<file path="src/rtl/phys_freelist_pkg.sv">
`default_nettype none
// ============================================================================
// Module      : phys_freelist_pkg
// Description : Shared constants and tag types for the rename free lists.
//               GPR list: 32 physical / 16 architectural tags.
//               T-bit list: 16 physical / 1 architectural tag.
// Revision    : 1.0 - initial release
// ============================================================================
package phys_freelist_pkg;

    localparam int GPR_PHYS = 32;
    localparam int GPR_ARCH = 16;
    localparam int T_PHYS   = 16;
    localparam int T_ARCH   = 1;

    // Rename width: tags allocated / returned per cycle
    localparam int WIDTH    = 2;

    typedef logic [4:0] preg_t;
    typedef logic [3:0] ttag_t;

endpackage : phys_freelist_pkg
`default_nettype wire

</file>
<file path="src/rtl/phys_freelist_if.sv">
`default_nettype none
// ============================================================================
// Module      : phys_freelist_if
// Description : Rename / retire side bundle of the physical tag free list.
//               master : rename + retire logic (drives requests, frees)
//               slave  : free list (drives grants, tags, counts)
//   recovery_en  : flush, rewind allocation to committed point
//   alloc_req    : per-slot allocation requests (slot 0 older)
//   freelist_en  : per-slot granted allocations
//   next_free    : tags at head and head+1
//   alloc_stall  : not enough free tags for the request
//   free_en/tag  : tags returned at retirement
//   commit_alloc : retiring instructions that had allocated
//   free_count   : free tags available for allocation
// Revision    : 1.0 - initial release
// ============================================================================
interface phys_freelist_if
    import phys_freelist_pkg::*;
#(
    parameter int N_PHYS = GPR_PHYS
) ();
    localparam int TAG_W = $clog2(N_PHYS);
    localparam int PTR_W = TAG_W + 1;

    logic                         recovery_en;
    logic [WIDTH-1:0]             alloc_req;
    logic [WIDTH-1:0]             freelist_en;
    logic [WIDTH-1:0][TAG_W-1:0]  next_free;
    logic                         alloc_stall;
    logic [WIDTH-1:0]             free_en;
    logic [WIDTH-1:0][TAG_W-1:0]  free_tag;
    logic [WIDTH-1:0]             commit_alloc;
    logic [PTR_W-1:0]             free_count;

    modport master (
        output recovery_en, alloc_req, free_en, free_tag, commit_alloc,
        input  freelist_en, next_free, alloc_stall, free_count
    );

    modport slave (
        input  recovery_en, alloc_req, free_en, free_tag, commit_alloc,
        output freelist_en, next_free, alloc_stall, free_count
    );

endinterface : phys_freelist_if
`default_nettype wire

</file>
<file path="src/rtl/phys_freelist_popcount2.sv">
`default_nettype none
// ============================================================================
// Module      : phys_freelist_popcount2
// Description : Population count of a 2-bit vector (0..2).
//   bits  : input vector
//   count : number of set bits
// Revision    : 1.0 - initial release
// ============================================================================
module phys_freelist_popcount2 (
    input  wire logic [1:0] bits,
    output logic      [1:0] count
);
    assign count = {bits[1] & bits[0], bits[1] ^ bits[0]};
endmodule : phys_freelist_popcount2
`default_nettype wire

</file>
<file path="src/rtl/phys_freelist.sv">
`default_nettype none
// ============================================================================
// Module      : phys_freelist
// Description : Circular free list of physical register tags for rename.
//               Two tags offered per cycle at head/head+1, old tags
//               reclaimed at tail on retirement, and on recovery head is
//               rewound to the committed allocation point.
//   clk, rst : clock, synchronous active-high reset
//   fl       : phys_freelist_if slave port (see interface header)
// Revision    : 1.0 - initial release
// ============================================================================
module phys_freelist
    import phys_freelist_pkg::*;
#(
    parameter int N_PHYS = GPR_PHYS,
    parameter int N_ARCH = GPR_ARCH,
    parameter int TAG_W  = $clog2(N_PHYS),
    parameter int PTR_W  = TAG_W + 1
) (
    input  wire logic       clk,
    input  wire logic       rst,
    phys_freelist_if.slave  fl
);

    localparam logic [PTR_W-1:0] INIT_FREE = PTR_W'(N_PHYS - N_ARCH);

    logic [TAG_W-1:0] mem [N_PHYS];
    logic [PTR_W-1:0] head;
    logic [PTR_W-1:0] commit_head;
    logic [PTR_W-1:0] tail;

    logic [1:0]       need;
    logic [1:0]       grant_cnt;
    logic [1:0]       free_cnt;
    logic [1:0]       commit_cnt;
    logic [1:0]       grant;
    logic             stall;
    logic [PTR_W-1:0] free_count;
    logic [PTR_W-1:0] commit_next;
    logic [TAG_W-1:0] wr_idx0;
    logic [TAG_W-1:0] wr_idx1;
    logic [TAG_W-1:0] rd_idx0;
    logic [TAG_W-1:0] rd_idx1;

    phys_freelist_popcount2 u_pc_need   (.bits(fl.alloc_req),    .count(need));
    phys_freelist_popcount2 u_pc_grant  (.bits(grant),           .count(grant_cnt));
    phys_freelist_popcount2 u_pc_free   (.bits(fl.free_en),      .count(free_cnt));
    phys_freelist_popcount2 u_pc_commit (.bits(fl.commit_alloc), .count(commit_cnt));

    assign free_count  = tail - head;
    assign commit_next = commit_head + PTR_W'(commit_cnt);

    // Frees are not bypassed: only tags already present at the start of
    // the cycle count toward the stall decision.
    assign stall = (PTR_W'(need) > free_count) && !fl.recovery_en && !rst;
    assign grant = (stall || fl.recovery_en || rst) ? 2'b00 : fl.alloc_req;

    assign rd_idx0 = head[TAG_W-1:0];
    assign rd_idx1 = head[TAG_W-1:0] + TAG_W'(1);

    // Slot 1 packs behind slot 0 only when slot 0 is also freeing
    assign wr_idx0 = tail[TAG_W-1:0];
    assign wr_idx1 = tail[TAG_W-1:0] + TAG_W'(fl.free_en[0]);

    assign fl.freelist_en  = grant;
    assign fl.alloc_stall  = stall;
    assign fl.free_count   = free_count;
    assign fl.next_free[0] = mem[rd_idx0];
    assign fl.next_free[1] = mem[rd_idx1];

    always_ff @(posedge clk) begin
        if (rst) begin
            head        <= '0;
            commit_head <= '0;
            tail        <= INIT_FREE;
        end else begin
            commit_head <= commit_next;
            tail        <= tail + PTR_W'(free_cnt);
            // Retirement still advances during a flush, so the rewind
            // target includes this cycle's commits.
            if (fl.recovery_en) begin
                head <= commit_next;
            end else begin
                head <= head + PTR_W'(grant_cnt);
            end
        end
    end

    always_ff @(posedge clk) begin
        if (rst) begin
            for (int i = 0; i < N_PHYS; i++) begin
                mem[i] <= (i < N_PHYS - N_ARCH) ? TAG_W'(N_ARCH + i) : '0;
            end
        end else begin
            if (fl.free_en[0]) begin
                mem[wr_idx0] <= fl.free_tag[0];
            end
            if (fl.free_en[1]) begin
                mem[wr_idx1] <= fl.free_tag[1];
            end
        end
    end

`ifndef SYNTHESIS
    a_free_overflow : assert property (@(posedge clk) disable iff (rst)
        (free_count + PTR_W'(free_cnt)) <= INIT_FREE)
        else $error("phys_freelist: free would exceed list capacity");

    a_commit_past_head : assert property (@(posedge clk) disable iff (rst)
        (head - commit_head) >= PTR_W'(commit_cnt))
        else $error("phys_freelist: commit_alloc passes head");

    a_req_order : assert property (@(posedge clk) disable iff (rst)
        !(fl.alloc_req[1] && !fl.alloc_req[0]))
        else $error("phys_freelist: alloc_req[1] without alloc_req[0]");
`endif

endmodule : phys_freelist
`default_nettype wire

</file>
<file path="src/flat_wrapper.sv">
// flat-port wrapper written by rule: the top's interface ports become plain ports
module phys_freelist_flat import phys_freelist_pkg::*;
#(
    parameter int N_PHYS = GPR_PHYS,
    parameter int N_ARCH = GPR_ARCH,
    parameter int TAG_W  = $clog2(N_PHYS),
    parameter int PTR_W  = TAG_W + 1
)
  (clk, rst, fl_recovery_en, fl_alloc_req, fl_free_en, fl_free_tag, fl_commit_alloc, fl_freelist_en, fl_next_free, fl_alloc_stall, fl_free_count);
  phys_freelist_if #(.N_PHYS(N_PHYS)) fl_i ();
  input  wire logic clk;
  input  wire logic rst;
  input wire logic [$bits(fl_i.recovery_en)-1:0] fl_recovery_en;
  input wire logic [$bits(fl_i.alloc_req)-1:0] fl_alloc_req;
  input wire logic [$bits(fl_i.free_en)-1:0] fl_free_en;
  input wire logic [$bits(fl_i.free_tag)-1:0] fl_free_tag;
  input wire logic [$bits(fl_i.commit_alloc)-1:0] fl_commit_alloc;
  output wire logic [$bits(fl_i.freelist_en)-1:0] fl_freelist_en;
  output wire logic [$bits(fl_i.next_free)-1:0] fl_next_free;
  output wire logic [$bits(fl_i.alloc_stall)-1:0] fl_alloc_stall;
  output wire logic [$bits(fl_i.free_count)-1:0] fl_free_count;
  assign fl_i.recovery_en = fl_recovery_en;
  assign fl_i.alloc_req = fl_alloc_req;
  assign fl_i.free_en = fl_free_en;
  assign fl_i.free_tag = fl_free_tag;
  assign fl_i.commit_alloc = fl_commit_alloc;
  assign fl_freelist_en = fl_i.freelist_en;
  assign fl_next_free = fl_i.next_free;
  assign fl_alloc_stall = fl_i.alloc_stall;
  assign fl_free_count = fl_i.free_count;
  phys_freelist #(.N_PHYS(N_PHYS), .N_ARCH(N_ARCH), .TAG_W(TAG_W), .PTR_W(PTR_W)) u_core (.clk(clk), .rst(rst), .fl(fl_i));
endmodule
</file>
<file path="config.mk">
export PLATFORM = sky130hd
export DESIGN_NAME = phys_freelist_flat
export DESIGN_NICKNAME = d
export VERILOG_FILES = /design/src/rtl/phys_freelist_pkg.sv /design/src/rtl/phys_freelist_if.sv /design/src/rtl/phys_freelist_popcount2.sv /design/src/rtl/phys_freelist.sv /design/src/flat_wrapper.sv
export SDC_FILE = /design/constraint.sdc
export NUM_CORES = 1
export LEC_CHECK = 0
export BUFFER_PORTS_ARGS = -buffer_cell sky130_fd_sc_hd__buf_2
export CORE_MARGIN = 2
export CORE_UTILIZATION = 33
export CTS_CLUSTER_DIAMETER = 80
export DETAILED_ROUTE_END_ITERATION = 16
export PLACE_DENSITY_LB_ADDON = 0.25
export SYNTH_ARGS = -nofsm -noshare
export SYNTH_HDL_FRONTEND = slang
export SYNTH_SLANG_ARGS = --single-unit
</file>
<file path="constraint.sdc">
create_clock -name clk -period 4.6 [get_ports clk]
set_input_delay 0.46 -clock clk [delete_from_list [all_inputs] [get_ports clk]]
set_output_delay 0.46 -clock clk [all_outputs]
set_load 0.1 [all_outputs]
</file>
==> results.txt <==
vias: 8588
most used cell, CP: buf_4
Required @ worst endpoint: 4.14 ns
Slowest Stage Delay on Critical Path: 0.71 ns
DP Wirelength: 25900 um
Starting Density: 0.333
CP arrival: 3.70 ns
Slew Limit Fails: 0
VDD IR max: 0.250 mV
largest net degree at the start of global routing: 51
Leak: 4.98 nW
maximum clock frequency: 0.241 GHz
Worst Setup Path Type: reg -> out
clock skew: 0.00748 ns
CTS tree: built
worst-path fanout max: 50
Post-CTS Resized: 0
WHS: 0.360 ns
clk sinks: 178
Reg-to-Reg End: u_core.head[4]
Core Footprint: 36300 sq um
Max-Cap Viols: 0
DR vias/cell: 5.64
CTS Hold Bufs: 0
clock latency on the worst-skew pair: 0.44 ns
chip height: 196 um
Hold Path Origin: fl_free_tag[6]
Tcrit/Tclk final: 0.904
YS warnings: 0
initial antenna violation count: 0
Tot GR Track Use: 0.198
Iter 0 DRT Violations: 761
root buffer cell: clkbuf_16
clk slew on worst S/H paths: 0.07 ns
area grow syn2layout: 10.4%
RSZ-0062 raised after global routing: no
Post-DRT Antenna Nets: 0
Final #Nets: 1086
Top delay family on crit path: buffers and inverters
RePlAce Congestion: 0.851
clk buf depth: 2
status: finished, final reports clean
Top Ports: 38
HP Class: in -> reg
Avg Cell Area, Syn: 11.6 sq um
crit start category: flip-flop
CTS H-tree lvls: 4
reg2reg setup slack: 0.71 ns
CP Cell Sequence: buf_4 > buf_4 > and2_1 > o21ai_0 > a221o_1 > a22o_1 > a221oi_1 > buf_2
Hold Path Depth: 3
Seq cells post-synth: 178
chip width: 196 um
routed length per instance: 24.4 um
worst slew pin tran: 0.996 ns
Async SR Flop Fraction: 0
setup TNS: 0 ns
unique cell type count in the Yosys netlist: 57
CP max stage cell: buf_4
setup bufs post-CTS: 0
Synth Cell Area: 12100 sq um
Routed WL: 37200 um
num rows: 70
Bufs and invs on worst path: 3
P per Cell Area: 365 nW/um^2
Seq/Total Area, Yosys: 0.426
post-synthesis cell count: 1046
vias in the first global route: 8486
drt pass-1 iters: 5
hold endpoint: u_core.mem[4][1]
setup violators final: 0
Worst R2R Path Depth: 15
Synth Net Count: 1089
commonest register cell after synthesis: edfxtp_1
fin crit period: 4.16 ns
grt total ovfl: 0
Worst slew margin: 0.336
Post-synth EDFFs: 160
crit end category: output port
die area: 38300 sq um
first-pass GRT wire length: 55300 um
layout cells sized above 1: 0.166
FILL cells: 3497
reg2reg start: u_core.head[2]
DRC violations left: 0
Hold Vio Cnt, Final: 0
total CTS buffers: 17
Buffers on Ports: 37
[final cells by class]
cell class,instances,area [sq um],share of cell area
clock inverter,14,194,0.0145
inverter,25,93.8,0.00701
sequential,178,5170,0.386
clock buffer,17,425,0.0318
antenna,1,2.50,0.000187
multi-input combinational,761,6540,0.489
tap,468,586,0.0438
timing repair buffer,60,370,0.0277
[where the power goes]
group	total [W]	internal [W]	switching, W
sequential	0.00188	0.00183	0.0000471
combinational	0.00143	0.000465	0.000966
clock	0.00157	0.000949	0.000625
[metal layers]
layer,GRT usage,part of all wire
met1,0.260,0.43
met3,0.0250,0.055
met2,0.337,0.49
met4,0.0698,0.028
met5,0,0
[kinds of logic after synthesis]
family,Yosys count,synth area share
muxes,250,0.308
and+or+nand+nor,401,0.145
buffers and inverters,107,0.0427
DFF,178,0.426
adders and majority gates,24,0.0273
xor gates and xnor gates,16,0.0116
AOI/OAI and AO/OA,70,0.0389
[worst register-to-register path: cells and delay by family (launching register included)]
kind | cells | cell delay, ns
compound gates | 4 | 0.84
xor+xnor | 2 | 0.25
fa+ha+maj | 4 | 1.18
buf+inv | 2 | 0.20
flops | 1 | 0.53
simple gates | 3 | 0.81
[synth_stat cells (all sizes together) (2+ instances only)]
cell type / number / area (sq um)
a211oi: 3 / 22.5
a21o: 4 / 30.0
a21oi: 14 / 70.1
a221o: 2 / 20.0
a221oi: 5 / 43.8
a22o: 5 / 43.8
a32o: 2 / 20.0
and2: 6 / 37.5
and3: 2 / 12.5
and4: 2 / 17.5
buf: 36 / 252
clkbuf: 46 / 173
dfxtp: 18 / 360
edfxtp: 160 / 4800
fa: 4 / 80.1
ha: 20 / 250
inv: 24 / 90.1
mux2: 2 / 22.5
mux2i: 158 / 1580
mux4: 90 / 2130
nand2: 187 / 702
nand2b: 10 / 62.6
nand3: 15 / 75.1
nand3b: 6 / 45.0
nor2: 109 / 419
nor2b: 13 / 81.3
nor3: 25 / 130
nor3b: 3 / 22.5
nor4: 3 / 18.8
o211ai: 2 / 15.0
o21ai: 23 / 119
o22a: 2 / 17.5
o32ai: 2 / 17.5
or2: 2 / 12.5
or3: 13 / 81.3
or3b: 4 / 35.0
xnor2: 6 / 52.6
xor2: 10 / 87.6
[worst max-delay path by stage]
stage | slack [ns] | depth (start not counted) | start | to
floorplan | 0.004 | 18 | u_core.head[1] | u_core.head[4]
global placement | 0.73 | 18 | u_core.tail[0] | u_core.head[4]
detailed placement | 0.67 | 17 | u_core.tail[0] | u_core.head[4]
CTS | 0.38 | 8 | u_core.head[0] | fl_next_free[9]
global route | 0.12 | 8 | u_core.head[0] | fl_next_free[8]
finish | 0.44 | 8 | u_core.head[0] | fl_next_free[9]
[cells in the final DEF (no fill, tap or decap), types with 7 or more instances in the layout]
cell and instances:
mux4_2 62, nor2b_1 13, buf_2 37, mux2i_1 158, edfxtp_1 160, xor2_1 7
dfxtp_1 16, inv_1 21, nand2b_1 10, buf_4 22, nand3_1 15, nand2_1 187
nor3_1 23, clkbuf_16 17, or3_1 13, mux4_1 28, clkinv_1 8, nor2_1 105
ha_1 19, a21oi_1 12, o21ai_0 19
[stage by stage]
| step | area (sq um) | setup WS, ns | power (W) | util | cells |
|---|---|---|---|---|---|
| detailed placement | 12800 | 0.672 | 0.00335 | 0.351 | 1492 |
| CTS | 13400 | 0.383 | 0.00491 | 0.368 | 1523 |
| global placement | 12800 | 0.728 | 0.00334 | 0.351 | 1492 |
| global route | 13400 | 0.117 | 0.00503 | 0.368 | 1523 |
| finish | 13400 | 0.443 | 0.00488 | 0.368 | 1524 |
| floorplan | 12200 | 0.00365 | 0.00299 | - | 1046 |
[flip-flops by register name (all words and copies together), names as in the netlist]
register / flops
u_core.mem: 160
u_core.head: 6
u_core.tail: 6
u_core.commit_head: 6
Note: power is estimated with default switching activity, not from simulation.
